`src/rtl/alu_seq_pkg.sv`:
```
// -----------------------------------------------------------------------------
// alu_seq_pkg
// Shared definitions for the ALU sequencer: opcodes, ALU function codes,
// the packed ALU control word and the sequencer state encoding.
// -----------------------------------------------------------------------------
package alu_seq_pkg;

  localparam logic [2:0] OP_ADD   = 3'd0;
  localparam logic [2:0] OP_SUB   = 3'd1;
  localparam logic [2:0] OP_AND   = 3'd2;
  localparam logic [2:0] OP_OR    = 3'd3;
  localparam logic [2:0] OP_NEG_X = 3'd4;
  localparam logic [2:0] OP_INC_X = 3'd5;
  localparam logic [2:0] OP_DEC_X = 3'd6;
  localparam logic [2:0] OP_MUL   = 3'd7;

  localparam logic [1:0] F_AND = 2'b00;
  localparam logic [1:0] F_ADD = 2'b01;

  // Field order matches the Hack control word: zx nx zy ny f no
  typedef struct packed {
    logic       zx;
    logic       nx;
    logic       zy;
    logic       ny;
    logic [1:0] f;
    logic       no;
  } ctrl_t;

  localparam ctrl_t CTRL_ADD = '{zx: 1'b0, nx: 1'b0, zy: 1'b0, ny: 1'b0,
                                 f: F_ADD, no: 1'b0};

  typedef enum logic [1:0] {
    ST_IDLE = 2'd0,
    ST_EXEC = 2'd1,
    ST_MUL  = 2'd2,
    ST_DONE = 2'd3
  } state_t;

endpackage

```
`src/rtl/alu_sequencer_if.sv`:
```
// -----------------------------------------------------------------------------
// alu_seq_if
// Command / response handshake bundle of the ALU sequencer.
//   cmd_valid/cmd_ready, cmd_op[2:0], cmd_a, cmd_b : command channel
//   rsp_valid/rsp_ready, rsp_data, rsp_zr, rsp_ng  : response channel
// master : the command issuer / response consumer
// slave  : the sequencer
// -----------------------------------------------------------------------------
interface alu_seq_if #(
  parameter int WIDTH = 16
) ();

  logic             cmd_valid;
  logic             cmd_ready;
  logic [2:0]       cmd_op;
  logic [WIDTH-1:0] cmd_a;
  logic [WIDTH-1:0] cmd_b;

  logic             rsp_valid;
  logic             rsp_ready;
  logic [WIDTH-1:0] rsp_data;
  logic             rsp_zr;
  logic             rsp_ng;

  modport master (
    output cmd_valid, cmd_op, cmd_a, cmd_b, rsp_ready,
    input  cmd_ready, rsp_valid, rsp_data, rsp_zr, rsp_ng
  );

  modport slave (
    input  cmd_valid, cmd_op, cmd_a, cmd_b, rsp_ready,
    output cmd_ready, rsp_valid, rsp_data, rsp_zr, rsp_ng
  );

endinterface

```
`src/rtl/alu_sequencer_op_decoder.sv`:
```
// -----------------------------------------------------------------------------
// alu_op_decoder
// Combinational opcode to Hack ALU control word decode.
//   i_op   : opcode
//   o_ctrl : {zx, nx, zy, ny, f, no}
// MUL has no single-cycle encoding; it decodes to ADD, the operation its
// iterations use.
// -----------------------------------------------------------------------------
module alu_op_decoder
  import alu_seq_pkg::*;
(
  input  logic [2:0] i_op,
  output ctrl_t      o_ctrl
);

  always_comb begin
    o_ctrl = CTRL_ADD;
    case (i_op)
      OP_ADD:   o_ctrl = '{1'b0, 1'b0, 1'b0, 1'b0, F_ADD, 1'b0};
      OP_SUB:   o_ctrl = '{1'b0, 1'b1, 1'b0, 1'b0, F_ADD, 1'b1};
      OP_AND:   o_ctrl = '{1'b0, 1'b0, 1'b0, 1'b0, F_AND, 1'b0};
      OP_OR:    o_ctrl = '{1'b0, 1'b1, 1'b0, 1'b1, F_AND, 1'b1};
      OP_NEG_X: o_ctrl = '{1'b0, 1'b0, 1'b1, 1'b1, F_ADD, 1'b1};
      OP_INC_X: o_ctrl = '{1'b0, 1'b1, 1'b1, 1'b1, F_ADD, 1'b1};
      OP_DEC_X: o_ctrl = '{1'b0, 1'b0, 1'b1, 1'b1, F_ADD, 1'b0};
      default:  o_ctrl = CTRL_ADD;
    endcase
  end

endmodule

```
`src/rtl/alu_sequencer.sv`:
```
// -----------------------------------------------------------------------------
// alu_sequencer
// Command-driven controller for an external 16-bit Hack-style ALU. Accepts
// one operation at a time, drives ALU operands/controls, runs MUL as
// iterative shift-and-add through the ALU adder and returns result + flags.
//
// Ports
//   i_clk, i_rst           : clock, synchronous active-high reset
//   bus (alu_seq_if.slave) : command / response handshake
//   o_busy                 : state != IDLE
//   o_alu_a, o_alu_b       : ALU operands
//   o_alu_zx/nx/zy/ny/no   : ALU control bits, o_alu_f : ALU function
//   i_alu_out, i_alu_zr, i_alu_ng : ALU result and flags
//
// Build option
//   MUL_EARLY_EXIT_EN : MUL finishes as soon as the remaining multiplier is 0
//
// State | meaning
// IDLE  | ready for a command, ALU outputs parked at 0
// EXEC  | single-cycle op on the ALU, result captured
// MUL   | one shift-and-add iteration per cycle
// DONE  | response valid, held until rsp_ready
// -----------------------------------------------------------------------------
module alu_sequencer
  import alu_seq_pkg::*;
#(
  parameter int WIDTH = 16,
  parameter int CNT_W = 4
) (
  input  logic             i_clk,
  input  logic             i_rst,
  alu_seq_if.slave         bus,
  output logic             o_busy,
  output logic [WIDTH-1:0] o_alu_a,
  output logic [WIDTH-1:0] o_alu_b,
  output logic             o_alu_zx,
  output logic             o_alu_nx,
  output logic             o_alu_zy,
  output logic             o_alu_ny,
  output logic [1:0]       o_alu_f,
  output logic             o_alu_no,
  input  logic [WIDTH-1:0] i_alu_out,
  input  logic             i_alu_zr,
  input  logic             i_alu_ng
);

  localparam logic [CNT_W-1:0] LAST_CNT = CNT_W'(WIDTH - 1);

  state_t           r_state;
  state_t           w_state_next;
  logic [2:0]       r_op;
  logic [WIDTH-1:0] r_a;      // operand x; multiplicand during MUL
  logic [WIDTH-1:0] r_b;      // operand y; multiplier during MUL
  logic [WIDTH-1:0] r_acc;
  logic [CNT_W-1:0] r_cnt;
  logic [WIDTH-1:0] r_rsp_data;
  logic             r_rsp_zr;
  logic             r_rsp_ng;

  ctrl_t            w_dec_ctrl;
  ctrl_t            w_ctrl;
  logic [WIDTH-1:0] w_acc_next;
  logic [WIDTH-1:0] w_mplier_next;
  logic             w_mul_last;

  alu_op_decoder u_dec (
    .i_op   (r_op),
    .o_ctrl (w_dec_ctrl)
  );

  assign w_acc_next    = r_b[0] ? i_alu_out : r_acc;
  assign w_mplier_next = r_b >> 1;

`ifdef MUL_EARLY_EXIT_EN
  assign w_mul_last = (r_cnt == LAST_CNT) || (w_mplier_next == '0);
`else
  assign w_mul_last = (r_cnt == LAST_CNT);
`endif

  always_comb begin
    w_state_next = r_state;
    w_ctrl       = ctrl_t'('0);
    o_alu_a      = '0;
    o_alu_b      = '0;
    case (r_state)
      ST_IDLE: begin
        if (bus.cmd_valid)
          w_state_next = (bus.cmd_op == OP_MUL) ? ST_MUL : ST_EXEC;
      end
      ST_EXEC: begin
        o_alu_a      = r_a;
        o_alu_b      = r_b;
        w_ctrl       = w_dec_ctrl;
        w_state_next = ST_DONE;
      end
      ST_MUL: begin
        o_alu_a = r_acc;
        o_alu_b = r_a;
        w_ctrl  = CTRL_ADD;
        if (w_mul_last)
          w_state_next = ST_DONE;
      end
      ST_DONE: begin
        if (bus.rsp_ready)
          w_state_next = ST_IDLE;
      end
      default: w_state_next = ST_IDLE;
    endcase
  end

  always_ff @(posedge i_clk) begin
    if (i_rst) begin
      r_state    <= ST_IDLE;
      r_op       <= '0;
      r_a        <= '0;
      r_b        <= '0;
      r_acc      <= '0;
      r_cnt      <= '0;
      r_rsp_data <= '0;
      r_rsp_zr   <= 1'b0;
      r_rsp_ng   <= 1'b0;
    end else begin
      r_state <= w_state_next;
      case (r_state)
        ST_IDLE: begin
          if (bus.cmd_valid) begin
            r_op  <= bus.cmd_op;
            r_a   <= bus.cmd_a;
            r_b   <= bus.cmd_b;
            r_acc <= '0;
            r_cnt <= '0;
          end
        end
        ST_EXEC: begin
          r_rsp_data <= i_alu_out;
          r_rsp_zr   <= i_alu_zr;
          r_rsp_ng   <= i_alu_ng;
        end
        ST_MUL: begin
          r_acc <= w_acc_next;
          r_a   <= r_a << 1;
          r_b   <= w_mplier_next;
          r_cnt <= r_cnt + 1'b1;
          // flags come from the final product, not from the last ALU pass
          if (w_mul_last) begin
            r_rsp_data <= w_acc_next;
            r_rsp_zr   <= (w_acc_next == '0);
            r_rsp_ng   <= w_acc_next[WIDTH-1];
          end
        end
        default: ;
      endcase
    end
  end

  assign o_alu_zx = w_ctrl.zx;
  assign o_alu_nx = w_ctrl.nx;
  assign o_alu_zy = w_ctrl.zy;
  assign o_alu_ny = w_ctrl.ny;
  assign o_alu_f  = w_ctrl.f;
  assign o_alu_no = w_ctrl.no;

  assign o_busy        = (r_state != ST_IDLE);
  assign bus.cmd_ready = (r_state == ST_IDLE);
  assign bus.rsp_valid = (r_state == ST_DONE);
  assign bus.rsp_data  = r_rsp_data;
  assign bus.rsp_zr    = r_rsp_zr;
  assign bus.rsp_ng    = r_rsp_ng;

endmodule

```
`src/flat_wrapper.sv`:
```
// flat-port wrapper written by rule: the top's interface ports become plain ports
module alu_sequencer_flat import alu_seq_pkg::*;
#(
  parameter int WIDTH = 16,
  parameter int CNT_W = 4
)
  (i_clk, i_rst, o_busy, o_alu_a, o_alu_b, o_alu_zx, o_alu_nx, o_alu_zy, o_alu_ny, o_alu_f, o_alu_no, i_alu_out, i_alu_zr, i_alu_ng, bus_cmd_valid, bus_cmd_op, bus_cmd_a, bus_cmd_b, bus_rsp_ready, bus_cmd_ready, bus_rsp_valid, bus_rsp_data, bus_rsp_zr, bus_rsp_ng);
  alu_seq_if #(.WIDTH(WIDTH)) bus_i ();
  input  logic i_clk;
  input  logic i_rst;
  output logic o_busy;
  output logic [WIDTH-1:0] o_alu_a;
  output logic [WIDTH-1:0] o_alu_b;
  output logic o_alu_zx;
  output logic o_alu_nx;
  output logic o_alu_zy;
  output logic o_alu_ny;
  output logic [1:0] o_alu_f;
  output logic o_alu_no;
  input  logic [WIDTH-1:0] i_alu_out;
  input  logic i_alu_zr;
  input  logic i_alu_ng;
  input wire logic [$bits(bus_i.cmd_valid)-1:0] bus_cmd_valid;
  input wire logic [$bits(bus_i.cmd_op)-1:0] bus_cmd_op;
  input wire logic [$bits(bus_i.cmd_a)-1:0] bus_cmd_a;
  input wire logic [$bits(bus_i.cmd_b)-1:0] bus_cmd_b;
  input wire logic [$bits(bus_i.rsp_ready)-1:0] bus_rsp_ready;
  output wire logic [$bits(bus_i.cmd_ready)-1:0] bus_cmd_ready;
  output wire logic [$bits(bus_i.rsp_valid)-1:0] bus_rsp_valid;
  output wire logic [$bits(bus_i.rsp_data)-1:0] bus_rsp_data;
  output wire logic [$bits(bus_i.rsp_zr)-1:0] bus_rsp_zr;
  output wire logic [$bits(bus_i.rsp_ng)-1:0] bus_rsp_ng;
  assign bus_i.cmd_valid = bus_cmd_valid;
  assign bus_i.cmd_op = bus_cmd_op;
  assign bus_i.cmd_a = bus_cmd_a;
  assign bus_i.cmd_b = bus_cmd_b;
  assign bus_i.rsp_ready = bus_rsp_ready;
  assign bus_cmd_ready = bus_i.cmd_ready;
  assign bus_rsp_valid = bus_i.rsp_valid;
  assign bus_rsp_data = bus_i.rsp_data;
  assign bus_rsp_zr = bus_i.rsp_zr;
  assign bus_rsp_ng = bus_i.rsp_ng;
  alu_sequencer #(.WIDTH(WIDTH), .CNT_W(CNT_W)) u_core (.i_clk(i_clk), .i_rst(i_rst), .bus(bus_i), .o_busy(o_busy), .o_alu_a(o_alu_a), .o_alu_b(o_alu_b), .o_alu_zx(o_alu_zx), .o_alu_nx(o_alu_nx), .o_alu_zy(o_alu_zy), .o_alu_ny(o_alu_ny), .o_alu_f(o_alu_f), .o_alu_no(o_alu_no), .i_alu_out(i_alu_out), .i_alu_zr(i_alu_zr), .i_alu_ng(i_alu_ng));
endmodule
```
`config.mk`:
```
export PLATFORM = sky130hd
export DESIGN_NAME = alu_sequencer_flat
export DESIGN_NICKNAME = d
export VERILOG_FILES = /design/src/rtl/alu_seq_pkg.sv /design/src/rtl/alu_sequencer_if.sv /design/src/rtl/alu_sequencer_op_decoder.sv /design/src/rtl/alu_sequencer.sv /design/src/flat_wrapper.sv
export SDC_FILE = /design/constraint.sdc
export NUM_CORES = 1
export LEC_CHECK = 0
export ABC_CLOCK_PERIOD_IN_PS = 2500
export CORE_MARGIN = 5
export CORE_UTILIZATION = 47
export CTS_BUF_LIST = sky130_fd_sc_hd__clkbuf_16
export CTS_CLUSTER_DIAMETER = 200
export DETAILED_ROUTE_END_ITERATION = 16
export HOLD_SLACK_MARGIN = 0.1
export PLACE_DENSITY = 0.84
export SLEW_MARGIN = 15
export SYNTH_ARGS = -nofsm -noshare
export SYNTH_HDL_FRONTEND = slang
export SYNTH_SLANG_ARGS = --single-unit
```
`constraint.sdc`:
```
create_clock -name i_clk -period 2.5 [get_ports i_clk]
set_clock_uncertainty 0.15 [all_clocks]
set_input_delay 0.5 -clock i_clk [delete_from_list [all_inputs] [get_ports i_clk]]
set_output_delay 0.5 -clock i_clk [all_outputs]
set_load 0.02 [all_outputs]
```
== Word-level counts from Yosys, hierarchy flattened ==
Cells that the tools add are included.

* Register bits: 75
* Bits of input ports: 57
* Logic and storage cells: 57

* Add/sub/neg operators: 1
* Equality and inequality tests: 14
* Mux-type cells: 24
* Reductions and logical operators: 9

{| class="wikitable"
|+ Operators by type and width
! operator !! count
|-
| $pmux 16 s2 || 6
|-
| $mux 16 || 5
|-
| $pmux 6 s6 || 1
|-
| $logic_not 16->1 || 1
|-
| $eq 3x3->1 const B || 4
|-
| $pmux 6 s2 || 1
|-
| $mux 2 || 4
|-
| $pmux 2 s4 || 1
|-
| $pmux 4 s2 || 1
|-
| $eq 3x2->1 const B || 2
|-
| $reduce_and 2->1 || 3
|-
| $reduce_bool 2->1 || 3
|-
| $add 4x1->4 const B || 1
|-
| $eq 2x2->1 const B || 2
|-
| $eq 4x4->1 const B || 1
|-
| $mux 4 || 1
|-
| $ne 2x2->1 const B || 2
|-
| $pmux 1 s2 || 2
|-
| $eq 3x1->1 const B || 1
|-
| $reduce_and 3->1 || 1
|-
| $eq 2x1->1 const B || 1
|-
| $logic_not 2->1 || 1
|-
| $mux 1 || 2
|-
| $ne 2x1->1 const B || 1
|}

== Logic depth before layout (Yosys ltp) ==
* Depth in word-level cells: 4
* Depth in mapped cells: 9

== Cells and area by module ==
A second synthesis with hierarchy kept.

* Cells, all modules: 452
* Area, all modules: 3895.0 um^2

{| class="wikitable"
|+ Modules (own cells, without submodules)
! module !! instances !! cells an instance !! area an instance (um^2) !! sequential area each (um^2)
|-
| alu_sequencer || 1 || 442 || 3829.9 || 1501.4
|-
| alu_op_decoder || 1 || 10 || 65.1 || 0.0
|}

== Least setup slack after synthesis ==
OpenSTA, ideal clock, no wires.

* Path type: reg-to-output
* Start point: register u_core.r_state[0]
* End point: output o_alu_a[10]
* Arrival time: 1634 ps
* Required time: 1850 ps
* Path slack: 216 ps
* Stages on the path, launching flop included: 7
* Buffers on the path: 2
* Cells stage by stage: dfxtp_1 > inv_1 > ha_1 > and2_1 > clkbuf_1 > clkbuf_1 > a22o_1

* Longest elaborated chain between the ends: 2
* Elaborated cells between the ends (all ways): 3
* Those cells by class: eq/ne (2); mux (1)

{| class="wikitable"
|+ Ends and longest elaborated chain
! element !! RTL line !! text
|-
| start, declared || alu_sequencer.sv:49 || <nowiki>state_t r_state;</nowiki>
|-
| start signal, assigned || alu_sequencer.sv:123 || <nowiki>r_state <= w_state_next;</nowiki>
|-
| $eq 2x2->1 or $eq 2x1->1 (tied branches) || alu_sequencer.sv:85 || <nowiki>case (r_state)</nowiki>
|-
| $pmux 16 s2 * || alu_sequencer.sv:85 ||
|-
| end, declared || flat_wrapper.sv:12 || <nowiki>output logic [WIDTH-1:0] o_alu_a;</nowiki>
|}

Mark *: on every way between the ends. The rest lies on a longest branch, timed or not.

== Worst setup path after layout ==
* Start point: register u_core.r_state[1]
* End point: output o_alu_f[0]

* Longest elaborated chain between the ends: 2
* Elaborated cells between the ends (all ways): 3
* Those cells by class: eq/ne (2); mux (1)

{| class="wikitable"
|+ Ends and longest elaborated chain
! element !! RTL line !! text
|-
| $eq 2x2->1 or $eq 2x1->1 (tied branches) || alu_sequencer.sv:85 ||
|-
| $pmux 6 s2 * || alu_sequencer.sv:85 ||
|-
| end, declared || flat_wrapper.sv:18 || <nowiki>output logic [1:0] o_alu_f;</nowiki>
|}

Marked as above.

==> results.md <==
- IO Count: 117
- Class of the most critical hold timing path: reg -> reg
- Antenna Cells: 0
- Filler Cell Count: 641
- Number of antenna violations at the first check in global routing: 0
- Weighted congestion reported at the end of routability-driven placement: 0.879
- Final standard cell utilization of the core: 67.2%
- Category of the worst setup path launch point: flip-flop
- Total instance count after detailed placement: 610
- Average cell area after synthesis: 8.97 um^2
- Hold violation count in the final report: 0
- Cell Count, Final, Fillers Out: 627
- Global-route wire length before repair: 18400 um
- Wire length reported by the detailed router: 11800 um
- Die ar.: 0.00974 mm^2
- Drt first-iter violations: 333
- Fraction of final layout cells sized beyond drive strength 1: 16.2%
- Slew of the pin with the lowest slew margin: 0.835 ns
- Internal Dissipation: 3.80 mW
- Clock slew at the register clock pins of the worst setup and hold paths: 0.06 ns
- Number of buffers created by CTS: 9
- Number of pins with negative max-slew slack in the final report: 0
- Clock Path Buffers: 2
- Drc violations: 0
- Root cell of the clock tree: clkbuf_16
- Die H: 98.7 um
- Power share of the sequential group: 30.4%
- Total overflow reported by the global router: 0
- Cell row count: 32
- Gate count of the mapped netlist: 412
- Synthesized area: 0.00370 mm^2
- Max Fanout on Critical Path: 15
- Worst IR Drop VDD: 0.648 mV
- Type of element capturing the critical path: output pin
- Iteration count of the initial detailed-routing pass: 4
- Final setup vio count: 0
- Final cycle utilization of the critical path: 97.9%
- Placed wire-length estimate after detailed placement: 8370 um
- Arrival time worst endpoint: 1.80 ns
- All-layer global routing usage: 23.1%
- Placeable core region: 0.00769 mm^2
- Count of max-cap constraint violations: 0
- Clock sinks: 75
- Sequential cell area fraction in the yosys report: 40.6%
- Switch Pwr: 2.45 mW
- CTS tree: built
- Average routed wire per standard cell: 18.7 um
- Final non-filler cell area: 0.00517 mm^2
- Worst setup path class: reg -> out
- Vias per Instance: 5.87
- Number of distinct library cells after synthesis: 43
- Sum of negative setup slack: 0 ns
- Total via count after detailed routing: 3680
- Crit path required time: 1.85 ns
- Vias in the first global route: 3560
- Portion of total power attributed to the clock network: 23.1%
- Horizontal die dimension: 98.7 um
- Count of antenna-violating nets left after detailed routing: 0
- Total of flip-flops plus latches after synthesis: 75
- Number of buffers inserted by port buffering: 114
- PD cells: 1210 mW/mm^2
- Portion of total power attributed to combinational logic: 46.5%
- Total cell area at the placement stage: 0.00492 mm^2
- Clock insertion delay at the later pin of the skew report: 0.32 ns
- Run status: finished, final reports clean
- Maximum clock frequency: 409 MHz
- Initial Util: 48.1%
- Number of H-tree levels: 3
- P&R area growth vs syn: 39.8%
- Maximum number of pins on one net before global-route repair: 49
- Final-stage net count: 583
- Static leakage: 2.13 nW
- Max-slew headroom at the worst pin: 43.8%
- Net switching fraction of the power: 39.2%
- Min cycle time layout: 2.45 ns
- Number of warnings reported in the yosys synthesis log: 0
- # Post-CTS Setup Buffers: 0
state kept, by name, indices dropped and copies added, names as in the netlist:
register,cells
u_core.r_state,2
u_core.r_cnt,4
u_core.r_acc,16
u_core.bus.rsp_data,16
u_core.r_op,3
u_core.bus.rsp_zr,1
u_core.bus.rsp_ng,1
u_core.r_b,16
u_core.r_a,16
cell usage after synthesis:
cell / count / share of area, %
ha_1: 6 / 2.0
nand3_1: 5 / 0.68
nand2_1: 9 / 0.91
nor4_1: 4 / 0.68
o21a_1: 1 / 0.20
a22o_2: 1 / 0.27
buf_2: 10 / 1.4
clkbuf_8: 3 / 1.1
and3_1: 3 / 0.51
nand4b_1: 1 / 0.24
a22oi_1: 18 / 3.7
buf_4: 7 / 1.4
o2bb2ai_1: 3 / 0.71
mux2i_1: 33 / 8.9
o221a_2: 1 / 0.30
a21oi_1: 11 / 1.5
o211ai_1: 1 / 0.20
mux2_2: 2 / 0.61
xor2_1: 1 / 0.24
nand2b_2: 1 / 0.24
a22o_1: 31 / 7.3
conb_1: 1 / 0.10
clkbuf_1: 17 / 1.7
or2b_2: 1 / 0.24
or4_1: 4 / 0.81
and2b_1: 1 / 0.20
a211oi_1: 33 / 6.7
and2_1: 4 / 0.68
o32ai_1: 1 / 0.24
nand4_1: 2 / 0.34
nor2b_1: 1 / 0.17
o21ai_0: 3 / 0.41
o31ai_2: 1 / 0.34
dfxtp_1: 75 / 41
nor2_1: 72 / 7.3
o22ai_1: 14 / 2.4
a21o_1: 1 / 0.20
nand2b_1: 4 / 0.68
a32oi_1: 1 / 0.24
inv_1: 5 / 0.51
a311oi_1: 1 / 0.24
nor3_1: 16 / 2.2
buf_6: 2 / 0.61
cells in the final DEF (no fill, tap or decap), types with 10 or more instances in the layout:
cell and count:
mux2i_1 33, o22ai_1 14, buf_4 13, nor2_1 72
a22o_1 31, a21oi_1 10, a22oi_1 18, a211oi_1 33
dfxtp_1 75, clkbuf_16 10, clkdlybuf4s50_1 74, nor3_1 16
buf_2 34
area by class of cell:
type                       instances  area [um^2]  share of cell area, %
sequential                        75         1500                   29.1
tap                              102          128                   2.47
timing repair buffer             135         1200                   23.3
clock buffer                       9          225                   4.36
inverter                           5         18.8                  0.363
clock inverter                     7          108                   2.08
multi-input combinational        294         1980                   38.4
power by group through the flow:
stage	Combinational [mW]	Sequential (mW)	Clock, mW
2_1_floorplan	1.77	1.95	0
3_3_place_gp	2.72	1.92	0
3_5_place_dp	2.82	1.92	0
4_1_cts	2.84	1.89	1.46
5_1_grt	3.16	1.95	1.52
6_report	2.91	1.90	1.45
worst max-delay path: stages (launching register included):
cell             delay (ns)
dfxtp_1                0.33
inv_1                  0.08
buf_4                  0.14
ha_1                   0.19
and2_4                 0.17
buf_8                  0.15
a21o_1                 0.15
clkdlybuf4s15_2        0.25
path summary, 6_finish.rpt:
check,start,cells past startpoint,to,slack (ns)
hold / removal,u_core.r_op[0],2,u_core.r_op[0],0.34
hold reg to reg,u_core.r_op[0],2,u_core.r_op[0],0.34
setup reg to reg,u_core.r_state[0],7,u_core.r_acc[15],0.17
setup / recovery,u_core.r_state[1],7,o_alu_f[0],0.05
stage by stage:
stage	setup slack (ns)	power (mW)	hold slack, ns
after CTS	0.000686	6.18	0.337
after floorplan	0.216	3.71	0.296
after global routing	-0.00340	6.62	0.349
after global placement	0.00778	4.63	0.318
final	0.0527	6.26	0.337
after detailed placement	-0.0924	4.74	0.327
kinds of logic (layout without fill, tap and decap cells):
| family | after synthesis | count (layout) | share of synthesized area [%] |
|---|---|---|---|
| flip-flops | 75 | 75 | 40.6 |
| AND/OR/NAND/NOR | 128 | 128 | 15.8 |
| multiplexers | 35 | 35 | 9.54 |
| buffers and inverters | 44 | 156 | 6.73 |
| AO/OA/AOI/OAI | 122 | 122 | 24.9 |
| adder cells (fa/ha/maj) | 6 | 6 | 2.03 |
| XOR/XNOR | 1 | 1 | 0.237 |
| other | 1 | 2 | 0.101 |
layer usage:
metal / share of wire (%) / vias to the layer above / global-route usage [%]
met5: 0 / - / 0
met4: 2.1 / 0 / 9.24
met3: 7.3 / 22 / 5.24
met2: 48 / 158 / 37.3
met1: 42 / 1745 / 30.0
li1: - / 1755 / -
what timing repair did:
item                                    in CTS  in global routing
gates resized for setup                    142                 17
pin swaps                                    0                  0
cloned                                       0                  1
hold buffers                                 0                  0
endpoints found under the setup margin      54                 54
Note: power is estimated with default switching activity, not from simulation.
